<file path="src/rtl/aes_uart_pkg.sv">
// Shared types and sizes for the UART-to-AES plaintext path.
package aes_uart_pkg;
  localparam int unsigned BLOCK_BYTES_DEF = 16;
  localparam int unsigned BLOCK_W         = 128;

  typedef enum logic {FILL, WAIT} packer_state_t;
  typedef logic [BLOCK_W-1:0] block_t;
endpackage

</file>
<file path="src/rtl/uart_block_packer_if.sv">
// Block handshake between the packer (master) and the AES core (slave).
interface uart_block_packer_if
  import aes_uart_pkg::*;
#(
  parameter int unsigned W = BLOCK_W
);
  logic [W-1:0] block_data;
  logic         block_valid;
  logic         block_ready;

  modport master (output block_data, output block_valid, input block_ready);
  modport slave  (input block_data, input block_valid, output block_ready);
endinterface

</file>
<file path="src/rtl/uart_idle_timer.sv">
// Idle-clock counter; expire pulses for one cycle on the TIMEOUT_CYCLES-th enabled clock. 0 disables it.
module uart_idle_timer #(
  parameter int unsigned TIMEOUT_CYCLES = 100000
) (
  input  logic clk,
  input  logic rst,
  input  logic clr,
  input  logic en,
  output logic expire
);
  generate
    if (TIMEOUT_CYCLES == 0) begin : g_off
      logic w_unused;
      assign w_unused = &{1'b0, clk, rst, clr, en};
      assign expire   = 1'b0;
    end else begin : g_on
      localparam int unsigned CW = $clog2(TIMEOUT_CYCLES + 1);
      logic [CW-1:0] r_cnt;
      logic          w_at_limit;

      assign w_at_limit = (r_cnt == CW'(TIMEOUT_CYCLES - 1));
      assign expire     = en & ~clr & w_at_limit;

      always_ff @(posedge clk) begin
        if (rst || clr) begin
          r_cnt <= '0;
        end else if (en) begin
          r_cnt <= w_at_limit ? '0 : r_cnt + 1'b1;
        end
      end
    end
  endgenerate
endmodule

</file>
<file path="src/rtl/uart_block_packer.sv">
// Packs UART bytes (first byte at MSB) into blocks for the AES core.
// Define UART_BLOCK_PAD_EN to emit zero-padded partial blocks on timeout instead of dropping them.
module uart_block_packer
  import aes_uart_pkg::*;
#(
  parameter int unsigned BLOCK_BYTES    = BLOCK_BYTES_DEF,
  parameter int unsigned TIMEOUT_CYCLES = 100000
) (
  input  logic                         clk,
  input  logic                         rst,
  input  logic [7:0]                   rx_data,
  input  logic                         rx_valid,
  input  logic                         rx_err,
  uart_block_packer_if.master          blk,
  output logic [$clog2(BLOCK_BYTES):0] byte_cnt,
  output logic                         overflow,
  output logic                         drop_pulse
);
  localparam int unsigned W  = BLOCK_BYTES * 8;
  localparam int unsigned CW = $clog2(BLOCK_BYTES) + 1;

  packer_state_t r_state;
  logic [W-1:0]  r_asm;
  logic [W-1:0]  r_hold;
  logic          r_valid;
  logic [CW-1:0] r_cnt;
  logic          r_ovf;
  logic          r_drop;

  logic [W-1:0]  w_shifted;
  logic          w_last;
  logic          w_hold_free;
  logic          w_timer_en;
  logic          w_expire;

  assign w_shifted   = {r_asm[W-9:0], rx_data};
  assign w_last      = (r_cnt == CW'(BLOCK_BYTES - 1));
  assign w_hold_free = ~r_valid | blk.block_ready;
  assign w_timer_en  = (r_state == FILL) && (r_cnt != '0);

`ifdef UART_BLOCK_PAD_EN
  localparam int unsigned SW = $clog2(W) + 1;
  logic [SW-1:0] w_shamt;
  logic [W-1:0]  w_padded;
  assign w_shamt  = SW'((BLOCK_BYTES - int'(r_cnt)) * 8);
  assign w_padded = r_asm << w_shamt;
`endif

  uart_idle_timer #(.TIMEOUT_CYCLES(TIMEOUT_CYCLES)) u_idle_timer (
    .clk    (clk),
    .rst    (rst),
    .clr    (rx_valid),
    .en     (w_timer_en),
    .expire (w_expire)
  );

  always_ff @(posedge clk) begin
    if (rst) begin
      r_state <= FILL;
      r_asm   <= '0;
      r_hold  <= '0;
      r_valid <= 1'b0;
      r_cnt   <= '0;
      r_ovf   <= 1'b0;
      r_drop  <= 1'b0;
    end else begin
      r_drop <= 1'b0;
      // A transfer empties hold unless a later branch reloads it in the same edge.
      if (r_valid && blk.block_ready) r_valid <= 1'b0;

      case (r_state)
        FILL: begin
          if (rx_valid) begin
            if (rx_err) begin
              r_asm  <= '0;
              r_cnt  <= '0;
              r_drop <= 1'b1;
            end else if (w_last) begin
              if (w_hold_free) begin
                r_hold  <= w_shifted;
                r_valid <= 1'b1;
                r_asm   <= '0;
                r_cnt   <= '0;
              end else begin
                r_asm   <= w_shifted;
                r_cnt   <= CW'(BLOCK_BYTES);
                r_state <= WAIT;
              end
            end else begin
              r_asm <= w_shifted;
              r_cnt <= r_cnt + 1'b1;
            end
          end else if (w_expire) begin
`ifdef UART_BLOCK_PAD_EN
            if (w_hold_free) begin
              r_hold  <= w_padded;
              r_valid <= 1'b1;
              r_asm   <= '0;
              r_cnt   <= '0;
            end else begin
              r_asm   <= w_padded;
              r_cnt   <= CW'(BLOCK_BYTES);
              r_state <= WAIT;
            end
`else
            r_asm  <= '0;
            r_cnt  <= '0;
            r_drop <= 1'b1;
`endif
          end
        end
        WAIT: begin
          if (rx_valid && !rx_err) r_ovf <= 1'b1;
          if (r_valid && blk.block_ready) begin
            r_hold  <= r_asm;
            r_valid <= 1'b1;
            r_asm   <= '0;
            r_cnt   <= '0;
            r_state <= FILL;
          end
        end
        default: r_state <= FILL;
      endcase
    end
  end

  assign blk.block_data  = r_hold;
  assign blk.block_valid = r_valid;
  assign byte_cnt        = r_cnt;
  assign overflow        = r_ovf;
  assign drop_pulse      = r_drop;
endmodule

</file>
<file path="src/flat_wrapper.sv">
// flat-port wrapper written by rule: the top's interface ports become plain ports
module uart_block_packer_flat import aes_uart_pkg::*;
#(
  parameter int unsigned BLOCK_BYTES    = BLOCK_BYTES_DEF,
  parameter int unsigned TIMEOUT_CYCLES = 100000
)
  (clk, rst, rx_data, rx_valid, rx_err, byte_cnt, overflow, drop_pulse, blk_block_data, blk_block_valid, blk_block_ready);
  uart_block_packer_if #(.W(BLOCK_W)) blk_i ();
  input  logic clk;
  input  logic rst;
  input  logic [7:0] rx_data;
  input  logic rx_valid;
  input  logic rx_err;
  output logic [$clog2(BLOCK_BYTES):0] byte_cnt;
  output logic overflow;
  output logic drop_pulse;
  output wire logic [$bits(blk_i.block_data)-1:0] blk_block_data;
  output wire logic [$bits(blk_i.block_valid)-1:0] blk_block_valid;
  input wire logic [$bits(blk_i.block_ready)-1:0] blk_block_ready;
  assign blk_block_data = blk_i.block_data;
  assign blk_block_valid = blk_i.block_valid;
  assign blk_i.block_ready = blk_block_ready;
  uart_block_packer #(.BLOCK_BYTES(BLOCK_BYTES), .TIMEOUT_CYCLES(TIMEOUT_CYCLES)) u_core (.clk(clk), .rst(rst), .rx_data(rx_data), .rx_valid(rx_valid), .rx_err(rx_err), .blk(blk_i), .byte_cnt(byte_cnt), .overflow(overflow), .drop_pulse(drop_pulse));
endmodule
</file>
<file path="config.mk">
export PLATFORM = sky130hd
export DESIGN_NAME = uart_block_packer_flat
export DESIGN_NICKNAME = d
export VERILOG_FILES = /design/src/rtl/aes_uart_pkg.sv /design/src/rtl/uart_block_packer_if.sv /design/src/rtl/uart_idle_timer.sv /design/src/rtl/uart_block_packer.sv /design/src/flat_wrapper.sv
export SDC_FILE = /design/constraint.sdc
export NUM_CORES = 1
export LEC_CHECK = 0
export ABC_AREA = 1
export BUFFER_PORTS_ARGS = -buffer_cell sky130_fd_sc_hd__buf_4
export CAP_MARGIN = 10
export CORE_MARGIN = 3
export CORE_UTILIZATION = 50
export DETAILED_ROUTE_END_ITERATION = 10
export PLACE_DENSITY_LB_ADDON = 0.2
export SYNTH_ARGS = -nofsm -noshare
export SYNTH_HDL_FRONTEND = slang
export SYNTH_HIERARCHICAL = 1
export SYNTH_SLANG_ARGS = --single-unit
</file>
<file path="constraint.sdc">
create_clock -name clk -period 3.54 [get_ports clk]
set_input_delay 1.062 -clock clk [delete_from_list [all_inputs] [get_ports clk]]
set_output_delay 1.062 -clock clk [all_outputs]
set_load 0.02 [all_outputs]
</file>
==> results by group <==
Setup path
  • WP data required: 3.93 ns
  • Setup crit start kind: flip-flop
  • R2R Setup Slk: 0.87 ns
  • R2r endpoint: u_core/r_asm[40]
  • Endpoint class of the critical path: flip-flop
  • CP Max Fanout: 55
  • CP endpoint: u_core/r_asm[40]
  • Crit path launch: u_core/byte_cnt[0]
  • Reg2reg path depth: 14
  • WP data arrival: 3.07 ns
  • CP Class: reg2reg
  • R2R Path Start: u_core/byte_cnt[0]

Floorplanning
  • Die X: 166.4 um
  • Initial Util: 0.5095
  • Core Area: 0.02525 sq mm
  • Die area: 0.02770 sq mm
  • Cell Rows: 58
  • IO Count: 149
  • Chip height: 166.4 um

Logic synthesis
  • Largest cells by area after synthesis: dfxtp_1 (44%), nand2_1 (18%), a21oi_1 (9.3%), nand3b_1 (6.1%), nor2_1 (5.6%)
  • Instance count of the mapped netlist: 1839
  • Synthesized Nets: 1855
  • Top cells by instance count after synthesis: nand2_1 (610), dfxtp_1 (282), a21oi_1 (240)
  • Synth unique cells: 32
  • Sequential share of the synthesized area: 0.4387
  • Most common cell in the netlist: nand2_1
  • Synth warn: 6
  • Mapped Area: 0.01287 sq mm
  • Post-synth EDFFs: 0
  • #FFs+latches synth: 282
  • Async SR Flop Fraction: 0
  • Synthesized area per cell: 6.997 sq um
  • Synth area leader: dfxtp_1
  • Share of the synthesized area in the top cell type: 0.4387
  • Top FF cell, synth: dfxtp_1

Global routing
  • Grt ovf: 0
  • Vias in the first global route: 10950
  • GRT Util Overall: 0.2298
  • Largest net degree at the start of global routing: 207
  • Initial antenna violation count: 0
  • First-pass GRT wire length: 55410 um

Cells and area
  • Final Net Count: 1903
  • Area growth, synth to finish: 16.58%
  • ANT cells: 0
  • Layout cells sized above 1: 0.1258
  • Post-layout util: 0.5940

Run
  • Max-cap violations: 0

STA
  • Crit share post-route: 0.7556
  • F_max: 373.9 MHz
  • Max Slew Vio Count: 0
  • Relative slew slack: 0.2450
  • Clock Skews: 0.009227 ns
  • Worst-Margin Slew: 1.132 ns
  • Final Setup Violations: 0
  • Final hold viol count: 0
  • Hold_ws: 0.4672 ns
  • Total negative slack: 0 ns
  • RSZ-0062 raised after global routing: no
  • Fin crit period: 2.675 ns

Placement
  • Port bufs: 148
  • Gpl congestion: 0.8302
  • Hpwl dp: 19700 um

Clock tree
  • Post-CTS setup buffers: 0
  • CTS Buffer Depth: 3
  • Htree depth: 1
  • CTS root buf: clkbuf_16
  • CTS Sinks: 282
  • Post-CTS sizing: 0
  • Clock transition at path regs: 0.06 ns
  • Hold-fix buffers, CTS: 0
  • CTS Buf Count: 30
  • TritonCTS clock tree: yes
  • Clock latency at the later pin of the worst-skew pair: 0.55 ns

Pwr
  • Leak: 0.006509 uW
  • Switching Fraction: 0.2184
  • Clock share of power: 0.482
  • Register share of total power: 0.491
  • IR drop worst, VDD: 0.0003869 V
  • Pint: 5070 uW
  • Gate power share: 0.027
  • Switching pwr: 1417 uW
  • PD cells: 432.5 mW/mm^2

Min path
  • Hold Crit Class: reg2reg

Routing
  • Routed length per instance: 14.96 um
  • # DRC: 0
  • Routed Antenna Nets: 0
  • Initial DRC Count: 1013
  • Routed WL: 33490 um
  • Vias per inst: 5.403
  • Drt pass-1 iters: 5
  • Routed vias: 12090

Outcome
  • Status: complete, no violations
how the worst min path moves through the flow:
stage | start | to | slack, ns | cells after the start
after global placement | u_core/r_asm[125] | u_core/r_asm[125] | 0.45 | 2
after CTS | u_core/r_asm[125] | u_core/r_asm[125] | 0.47 | 2
after floorplan | u_core/r_asm[121] | u_core/r_asm[121] | 0.44 | 2
after global routing | u_core/r_asm[125] | u_core/r_asm[125] | 0.49 | 2
final | u_core/r_asm[121] | u_core/r_asm[121] | 0.47 | 2
after detailed placement | u_core/r_asm[125] | u_core/r_asm[125] | 0.46 | 2
state kept, by name, indices dropped and copies added, names as in the netlist:
signal	flops
u_core/r_asm	128
u_core/byte_cnt	5
u_core/u_idle_timer/g_on.r_cnt	17
u_core/overflow	1
u_core/drop_pulse	1
u_core/blk.block_data	128
u_core/blk.block_valid	1
u_core/r_state	1
per-layer routing:
metal / GRT usage / routed length (um) / vias up
met5: 0 / 0 / -
met4: 0.06420 / 884 / 0
met3: 0.02943 / 1471 / 61
met2: 0.3745 / 15610 / 287
met1: 0.3234 / 15520 / 5631
li1: - / - / 6114
through the flow:
| stage | total power, uW | area [sq um] | std cells | worst slack [ns] |
|---|---|---|---|---|
| finish | 6487 | 15000 | 2238 | 0.8651 |
| CTS | 6547 | 15000 | 2238 | 0.8608 |
| detailed placement | 3431 | 14010 | 2185 | 0.8053 |
| floorplan | 3372 | 12870 | 1839 | 1.114 |
| global placement | 3430 | 14010 | 2185 | 0.7931 |
| global route | 6677 | 15000 | 2238 | 0.6699 |
cell families after synthesis:
family	count (synthesis)	share of synthesized area
AOI/OAI and AO/OA	268	0.1054
xor gates and xnor gates	6	0.004084
adders and majority gates	3	0.002917
buffers and inverters	187	0.06116
DFF	282	0.4387
muxes	25	0.01945
and+or+nand+nor	1068	0.3682
worst max-delay path: stages, from the launching register on:
cell	delay, ns
dfxtp_1	0.39
inv_1	0.08
ha_1	0.20
a31oi_1	0.19
buf_4	0.19
nand2_2	0.08
nor2_4	0.17
nand3_1	0.15
nor2_1	0.11
o21ai_1	0.08
nand2_1	0.15
inv_4	0.23
buf_4	0.32
nand2_1	0.08
a21oi_1	0.07
area by class of cell:
| cell class | instances | area [sq um] |
|---|---|---|
| Clock inverter | 9 | 76.32 |
| Timing Repair Buffer | 168 | 1349 |
| Inverter | 35 | 138.9 |
| Tap cell | 330 | 412.9 |
| Multi-Input combinational cell | 1370 | 6460 |
| Clock buffer | 44 | 914.6 |
| Fill cell | 2433 | 10250 |
| Sequential cell | 282 | 5649 |
power by group through the flow:
stage          Combinational, uW  Sequential, uW  Clock, uW
3_3_place_gp                 174            3260          0
4_1_cts                      175            3190       3190
5_1_grt                      191            3190       3300
2_1_floorplan                114            3260          0
6_report                     175            3190       3130
3_5_place_dp                 174            3260          0
placed cells by master, fill, tap and decap left out, drive strengths merged, types with 3 or more instances in the layout:
cell type  instances
xor2               5
nand3             95
a21oi            240
nand3b           104
o21ai             21
dfxtp            282
nor2             199
o21bai             4
mux2i             25
nand2            612
nand4             55
clkinv             8
ha                 3
inv               35
clkbuf            44
buf              168
No activity file was read; power rests on OpenSTA's default activity.
